==> src/rtl/mux_pkg.sv <==
// Shared constants for the N:1 selector with registered output stage.
package mux_pkg;

    // Operating modes sampled on the mode input every cycle.
    localparam logic MODE_DIRECT = 1'b0;
    localparam logic MODE_RR     = 1'b1;

    // Largest channel count the selector is intended to be built with.
    localparam int N_MAX = 32;

endpackage : mux_pkg

==> src/rtl/rr_pick.sv <==
// Round-robin picker: finds the first asserted request at or above ptr,
// wrapping from N-1 back to 0. Purely combinational.
module rr_pick
    import mux_pkg::*;
#(
    parameter int N    = 8,
    parameter int SELW = $clog2(N)
) (
    input  logic [N-1:0]    req,
    input  logic [SELW-1:0] ptr,
    output logic            found,
    output logic [SELW-1:0] index
);

    // Pad requests to the full index range so any SELW-bit index is in bounds.
    localparam int NPAD = 1 << SELW;

    logic [NPAD-1:0] req_pad;
    logic [SELW:0]   cand;

    assign req_pad = NPAD'(req);

    // Scan N positions starting at ptr; the first hit (lowest offset) wins.
    always_comb begin
        // NOTE: every combinational output gets a default before the loop so
        // no path leaves it unassigned, which would otherwise infer a latch.
        found = 1'b0;
        index = '0;
        cand  = '0;
        for (int k = 0; k < N; k++) begin
            cand = {1'b0, ptr} + (SELW + 1)'(k);
            if (cand >= (SELW + 1)'(N)) begin
                cand = cand - (SELW + 1)'(N);
            end
            if (!found && req_pad[cand[SELW-1:0]]) begin
                found = 1'b1;
                index = cand[SELW-1:0];
            end
        end
    end

endmodule : rr_pick

==> src/rtl/mux_arb_reg.sv <==
// N:1 datapath selector with a single registered output stage and
// valid/ready handshaking. Direct mode follows sel; round-robin mode
// arbitrates among requesting channels starting from rr_ptr.
module mux_arb_reg
    import mux_pkg::*;
#(
    parameter  int WIDTH = 32,
    parameter  int N     = 8,
    localparam int SELW  = $clog2(N)
) (
    input  logic                 clk,
    input  logic                 reset,
    input  logic [N*WIDTH-1:0]   in_data,
    input  logic [N-1:0]         in_valid,
    output logic [N-1:0]         in_ready,
    input  logic                 mode,
    input  logic [SELW-1:0]      sel,
    output logic [WIDTH-1:0]     out_data,
    output logic [SELW-1:0]      out_sel,
    output logic                 out_valid,
    input  logic                 out_ready,
    output logic                 sel_err
);

    localparam int NPAD = 1 << SELW;

    logic [WIDTH-1:0] out_data_q, out_data_d;
    logic [SELW-1:0]  out_sel_q, out_sel_d;
    logic             out_valid_q, out_valid_d;
    logic             sel_err_q, sel_err_d;
    logic [SELW-1:0]  rr_ptr_q, rr_ptr_d;

    logic             space;
    logic             sel_in_range;
    logic             sel_oob;
    logic [NPAD-1:0]  valid_pad;
    logic             rr_found;
    logic [SELW-1:0]  rr_index;
    logic             grant_valid;
    logic [SELW-1:0]  grant_idx;
    logic             accept;
    logic [WIDTH-1:0] grant_data;

    // The output register can take a word if it is empty or being drained.
    assign space = !out_valid_q || out_ready;

    // Range check one bit wider than sel so sel >= N is caught for any N.
    assign sel_in_range = ({1'b0, sel} < (SELW + 1)'(N));
    assign sel_oob      = (mode == MODE_DIRECT) && !sel_in_range;
    assign valid_pad    = NPAD'(in_valid);

    rr_pick #(
        .N    (N),
        .SELW (SELW)
    ) u_rr_pick (
        .req   (in_valid),
        .ptr   (rr_ptr_q),
        .found (rr_found),
        .index (rr_index)
    );

    // Grant source: round-robin picker or the direct select when in range.
    always_comb begin
        grant_valid = 1'b0;
        grant_idx   = '0;
        if (mode == MODE_RR) begin
            grant_valid = rr_found;
            grant_idx   = rr_index;
        end else begin
            grant_valid = sel_in_range && valid_pad[sel];
            grant_idx   = sel;
        end
    end

    // Held in reset, nothing is accepted so in_ready stays all-zero.
    assign accept = grant_valid && space && !reset;

    // One-hot accept decode and data mux; the loop keeps indices in range.
    always_comb begin
        in_ready   = '0;
        grant_data = '0;
        for (int i = 0; i < N; i++) begin
            if (grant_idx == SELW'(i)) begin
                in_ready[i] = accept;
                grant_data  = in_data[i*WIDTH +: WIDTH];
            end
        end
    end

    // Next state for the output register, round-robin pointer and error flag.
    always_comb begin
        out_data_d  = out_data_q;
        out_sel_d   = out_sel_q;
        out_valid_d = out_valid_q;
        rr_ptr_d    = rr_ptr_q;
        sel_err_d   = sel_oob;
        if (accept) begin
            out_data_d  = grant_data;
            out_sel_d   = grant_idx;
            out_valid_d = 1'b1;
            if (mode == MODE_RR) begin
                rr_ptr_d = (grant_idx == SELW'(N - 1)) ? '0 : grant_idx + 1'b1;
            end
        end else if (out_ready) begin
            out_valid_d = 1'b0;
        end
    end

    // State registers with synchronous active-high reset.
    always_ff @(posedge clk) begin
        // NOTE: state is updated with non-blocking assignments so every
        // register samples its pre-edge inputs regardless of statement order.
        if (reset) begin
            out_data_q  <= '0;
            out_sel_q   <= '0;
            out_valid_q <= 1'b0;
            sel_err_q   <= 1'b0;
            rr_ptr_q    <= '0;
        end else begin
            out_data_q  <= out_data_d;
            out_sel_q   <= out_sel_d;
            out_valid_q <= out_valid_d;
            sel_err_q   <= sel_err_d;
            rr_ptr_q    <= rr_ptr_d;
        end
    end

    assign out_data  = out_data_q;
    assign out_sel   = out_sel_q;
    assign out_valid = out_valid_q;
    assign sel_err   = sel_err_q;

endmodule : mux_arb_reg

==> config.mk <==
export PLATFORM = sky130hd
export DESIGN_NAME = mux_arb_reg
export DESIGN_NICKNAME = d
export VERILOG_FILES = /design/src/rtl/mux_pkg.sv /design/src/rtl/rr_pick.sv /design/src/rtl/mux_arb_reg.sv
export SDC_FILE = /design/constraint.sdc
export NUM_CORES = 1
export LEC_CHECK = 0
export ABC_AREA = 1
export BUFFER_PORTS_ARGS = -buffer_cell sky130_fd_sc_hd__buf_2
export CORE_MARGIN = 2
export CORE_UTILIZATION = 38
export DETAILED_ROUTE_END_ITERATION = 6
export PLACE_DENSITY = 0.71
export SETUP_SLACK_MARGIN = 0.5
export SYNTH_ARGS = -nofsm -noshare
export SYNTH_HDL_FRONTEND = slang
export SYNTH_SLANG_ARGS = --single-unit
==> constraint.sdc <==
create_clock -name clk -period 4.77 [get_ports clk]
set_input_delay 0.954 -clock clk [delete_from_list [all_inputs] [get_ports clk]]
set_output_delay 0.954 -clock clk [all_outputs]
set_load 0.1 [all_outputs]
==> results of run 1 <==
## placed cells by master (no fill, tap or decap), types with 9 or more instances in the layout
| cell | n |
|---|---|
| nand3_2 | 19 |
| nand3_1 | 70 |
| o21ai_0 | 47 |
| buf_4 | 41 |
| dfxtp_1 | 37 |
| nand4_1 | 39 |
| inv_2 | 9 |
| inv_1 | 153 |
| nand2_2 | 17 |
| a21oi_1 | 55 |
| buf_2 | 300 |
| buf_12 | 9 |
| nand2_1 | 365 |
| nor2_1 | 117 |
| o21ai_1 | 11 |
| a22o_1 | 13 |
## per-layer routing
layer | global-route usage, % | share of wire [%] | wire, um
met3 | 5.627 | 8.9 | 2114
met4 | 9.542 | 3.2 | 764
met1 | 38.08 | 43 | 10140
met2 | 47.25 | 45 | 10810
met5 | 0 | 0.055 | 13
## repair_timing
item	CTS	global route
setup buffers	2	12
setup endpoints to repair	8	38
gates resized for setup	9	53
pin swaps	3	26
## power by group
part           total [mW]  leakage, nW  internal (mW)  switching, mW
combinational        1.92         4.23          0.569           1.36
clock               0.395       0.0838          0.247          0.148
sequential          0.410        0.321          0.378         0.0323
## stage by stage
stage	std cells	hold slack (ns)	util, %	setup WS (ns)
detailed placement	1544	0.4528	51.26	0.3435
global route	1566	0.4852	54.88	0.4571
global placement	1544	0.4505	51.26	0.4110
finish	1566	0.4636	54.88	0.5816
CTS	1554	0.4676	52.75	0.5012
floorplan	1093	0.6614	-	0.4118
## worst paths after layout
| path | from | to | slack (ns) | cells after the start |
|---|---|---|---|---|
| hold reg to reg | out_data[16]$_SDFFE_PP0P_ | out_data[16]$_SDFFE_PP0P_ | 0.46 | 2 |
| setup / recovery | in_valid[6] | in_ready[0] | 0.58 | 16 |
| setup reg to reg | rr_ptr_q[0]$_SDFFE_PP0P_ | out_data[13]$_SDFFE_PP0P_ | 0.76 | 26 |
| hold / removal | out_data[16]$_SDFFE_PP0P_ | out_data[16]$_SDFFE_PP0P_ | 0.46 | 2 |
## kinds of logic (layout without fill, tap and decap cells)
logic type	count (synthesis)	after routing	synth area share (%)
DFF	39	39	14.07
other	1	1	0.06759
buffers and inverters	236	525	17.79
and+or+nand+nor	667	667	51.83
adders and majority gates	7	7	1.579
xor gates and xnor gates	5	5	0.7895
AOI/OAI and AO/OA	138	138	13.87
## worst max-delay path: stages
cell and delay (ns):
buf_4 0.11, nand2_4 0.06, nand3_2 0.09, nand3_2 0.09
and2_4 0.20, nand2_4 0.07, a21oi_2 0.04, inv_2 0.06
nor3_1 0.04, nor4_1 0.30, o221ai_2 0.15, o22ai_2 0.24
ha_2 0.27, clkinvlp_4 0.16, nor3_4 0.19, buf_12 0.20
## registers in the layout, summed over array words and instances (netlist names)
name       flops
out_data      32
out_valid      1
out_sel        3
rr_ptr_q       3
## cells in the mapped netlist (all sizes together)
library cell,count
nand2,389
xnor2,2
xor2,3
inv,164
nand4,40
nor3,4
nor2,128
o22ai,1
or3,1
dfxtp,39
a32o,1
o221ai,1
a22o,13
nand3,89
conb,1
a21oi,56
clkbuf,37
o2111ai,1
clkinv,1
buf,34
o211ai,2
and2,1
o21ai,60
nor4,2
ha,7
a22oi,1
or2,13
a211oi,2
## layout make-up
cell class / instances / area [sq um]
fill: 1552 / 6507
multi-input combinational: 818 / 4086
timing repair buffer: 352 / 2012
sequential: 39 / 788.3
inverter: 165 / 630.6
tap: 184 / 230.2
clock buffer: 5 / 125.1
clock inverter: 3 / 43.79
==> flow_summary.yaml, run 1 <==
detailed_routing:
  drt_iter0_markers: 489
  via_per_inst: 4.944
  firstDrtPassIters: 5
  via_count: 7743
  ant_nets: 0
  wirelength_um: 23850
  routedWlPerCell_um: 15.23
  drc_errors: 0
synthesis:
  syn_nets: 1371
  ys_seq_area_share_pct: 14.07
  synth.avg_cell_area_sq_um: 5.076
  yosysWarnings: 0
  yosysTopAreaCellShare_pct: 25.37
  synth_area_leaders: "nand2_1, dfxtp_1, inv_1"
  syn_area_sq_um: 5548
  ys_ff_latch: 39
  ys_types: 43
  yosys.area.top_type: "nand2_1"
  netlist_instances: 1093
power_and_ir_drop:
  p_leak_nw: 4.633
  p_per_area_nw_per_um2: 344.8
  total_power_mw: 2.730
  peakVddDrop_v: 0.0002399
job:
  drv_cap: 0
clock_network:
  cts_made_buffers: 5
  cts-root-buf: "clkbuf_16"
  ctsLongestPathBuffers: 2
  cts_tree: "built"
  holdBufCountCts: 0
  clk_latency_ns: 0.29
  htreeDepth: 2
  clkSinkCount: 39
  clkTransAtPathRegs_ns: 0.06
critical_path:
  start_kind: "input pin"
  crit_type: "in2out"
  crit_fanout: 4
  critPathRequiredTime_ns: 3.82
  critPathArrivalTime_ns: 3.23
  endpoint_kind: "output port"
timing:
  tightest_slew_ns: 0.5672
  setup_viol: 0
  rsz0062_at_grt: "true"
  fmax_mhz: 238.8
  hold_viol: 0
  min_period_ns: 4.188
  maxSlewHeadroom_pct: 62.14
  clock_skew_ns: 0.002048
  period_share_pct: 87.81
  tns_ns: 0
  drv_slew: 0
global_routing:
  grt.total_usage_pct: 28.85
  grt_first_pass_wirelength_um: 36090
  grt_pass1_vias: 6855
  grt_overflow: 0
  antenna_found_initial: 1
  grt_max_degree: 52
place:
  io_buffers: 314
  place_area_sq_um: 7393
  gp_congestion: 0.9583
  place_hpwl_um: 18650
die:
  die_y_um: 124.8
  initial_core_util_pct: 38.46
  core_area_sq_um: 14420
  dieWidth_um: 124.8
  row_count: 44
  die_area_sq_um: 15580
  io_pins: 316
finish:
  final_cell_area_sq_um: 7916
  nets: 1659
  synthToLayoutAreaGrowth_pct: 42.69
  drive_gt1_share_pct: 32.71
  insertedDiodeCount: 0
run_status:
  status: "completed"
worst_hold_path:
  hold_class: "reg2reg"
Power figures use the tool's default switching activity.
==> run 2: changes to the inputs <==
Clock period 4.77 ns to 4.48 ns, I/O delays scaled along.
==> run 2 against run 1 <==
Net effect: clock skew increased by 0.0040 ns; wire length increased by 5.0%; core utilization increased by 2.3 points; critical endpoint is now in_ready[3].
==> flow_summary.yaml, run 2 (same netlist as run 1, synthesis figures left out) <==
finish:
  layout_common_cells: "nand2_1, buf_2, inv_1, nor2_1, nand3_1"
  drive_gt1_share_pct: 34.60
  final_common_cell: "nand2_1"
  nets: 1670
  largest_reg_flops: 32
  synthToLayoutAreaGrowth_pct: 48.76
detailed_routing:
  firstDrtPassIters: 6
  routedWlPerCell_um: 15.86
  wirelength_um: 25040
  drt_iter0_markers: 629
  drc_errors: 0
  via_count: 7816
  via_per_inst: 4.950
  ant_nets: 0
place:
  gp_congestion: 0.9816
  place_worst_setup_slack_ns: 0.01884
  io_buffers: 314
  place_hpwl_um: 19470
critical_path:
  critPathArrivalTime_ns: 3.09
  crit_type: "in2out"
  critPathRequiredTime_ns: 3.58
  start_kind: "input pin"
  crit_fanout: 4
  endpoint_kind: "output port"
die:
  die_area_sq_um: 15580
  initial_core_util_pct: 38.46
  core_area_sq_um: 14420
  io_pins: 316
  dieWidth_um: 124.8
  die_y_um: 124.8
  row_count: 44
job:
  drv_cap: 0
timing:
  fmax_mhz: 250.7
  drv_slew: 0
  rsz0062_at_grt: "true"
  setup_viol: 0
  tns_ns: 0
  maxSlewHeadroom_pct: 57.71
  min_period_ns: 3.989
  period_share_pct: 89.04
  finalWorstSetupSlack_ns: 0.4908
  hold_viol: 0
  tightest_slew_ns: 0.6329
  clock_skew_ns: 0.006042
power_and_ir_drop:
  p_per_area_nw_per_um2: 365.9
  peakVddDrop_v: 0.0002974
  p_leak_nw: 4.757
global_routing:
  antenna_found_initial: 2
  grt_max_degree: 52
  grt_overflow: 0
  grt_pass1_vias: 7189
  grt_first_pass_wirelength_um: 38080
  grt.total_usage_pct: 30.46
worst_hold_path:
  hold_class: "reg2reg"
clock_network:
  clkTransAtPathRegs_ns: 0.06
  cts_tree: "built"
  cts-root-buf: "clkbuf_16"
  ctsLongestPathBuffers: 2
  cts_made_buffers: 5
  clk_latency_ns: 0.28
  holdBufCountCts: 0
  clkSinkCount: 39
  htreeDepth: 2
run_status:
  status: "completed"
==> run 2: changes by cell type in the layout (fill, tap and decap cells not counted), moves of 4 or more <==
cell and change:
nand3_4 +7, nand3_1 -5, nand2_4 +6, nand2_2 +4
buf_4 +4, nand2_1 -11
==> run 2: worst paths after layout <==
kind | cells past startpoint | slack [ns] | to | from
worst min register to register | 2 | 0.46 | out_data[6]$_SDFFE_PP0P_ | out_data[6]$_SDFFE_PP0P_
worst max register to register | 24 | 0.72 | out_data[13]$_SDFFE_PP0P_ | rr_ptr_q[0]$_SDFFE_PP0P_
worst max-delay path | 18 | 0.49 | in_ready[3] | in_valid[7]
worst min-delay path | 2 | 0.46 | out_data[6]$_SDFFE_PP0P_ | out_data[6]$_SDFFE_PP0P_
==> run 2: cell type report <==
| type | count | area [sq um] |
|---|---|---|
| flip-flops and latches | 39 | 789.5 |
| clock inverters | 3 | 43.79 |
| clock buffers | 5 | 125.1 |
| diodes | 2 | 5.005 |
| well taps | 184 | 230.2 |
| inverters | 165 | 656.9 |
| multi-input cells | 819 | 4285 |
| fillers | 1533 | 6171 |
| repair buffers | 362 | 2117 |
==> run 2: power by group <==
part | internal [mW] | switching [mW] | total (mW)
sequential | 0.403 | 0.0357 | 0.438
combinational | 0.661 | 1.51 | 2.17
clock | 0.263 | 0.150 | 0.413
==> run 2: layer usage <==
metal | wire [um] | global-route usage (%) | up-vias
li1 | - | - | 4007
met1 | 10830 | 40.83 | 3377
met2 | 11200 | 48.73 | 385
met3 | 2229 | 6.357 | 47
met4 | 783 | 10.20 | 0
met5 | 0 | 0 | -
==> run 2: what timing repair did <==
item | in CTS | in global routing
cloned | 1 | 0
buffers inserted | 19 | 2
endpoints found under the setup margin | 40 | 40
pin swaps | 23 | 5
gates resized for setup | 42 | 45
==> run 2: critical path: stages <==
cell and delay [ns]:
buf_2 0.12, nand2_2 0.09, nand3_2 0.09, nand3_2 0.08, and2_4 0.20, nand2_4 0.09
a21oi_4 0.04, inv_2 0.07, nor3_2 0.04, nor4_2 0.24, o221ai_4 0.17, o22ai_4 0.24
inv_2 0.09, ha_4 0.19, ha_4 0.17, clkinv_4 0.05, nor2_4 0.03, buf_12 0.16
==> run 2: stage by stage <==
stage / power [mW] / util (%) / instances / hold slack [ns] / instance area (sq um)
2_1_floorplan: 1.889 / - / 1093 / 0.6614 / 5766
3_3_place_gp: 2.429 / 52.19 / 1547 / 0.4494 / 7528
3_5_place_dp: 2.424 / 52.19 / 1547 / 0.4564 / 7528
4_1_cts: 2.931 / 55.59 / 1575 / 0.4649 / 8018
5_1_grt: 3.233 / 57.22 / 1579 / 0.4796 / 8253
6_report: 3.020 / 57.22 / 1579 / 0.4633 / 8253
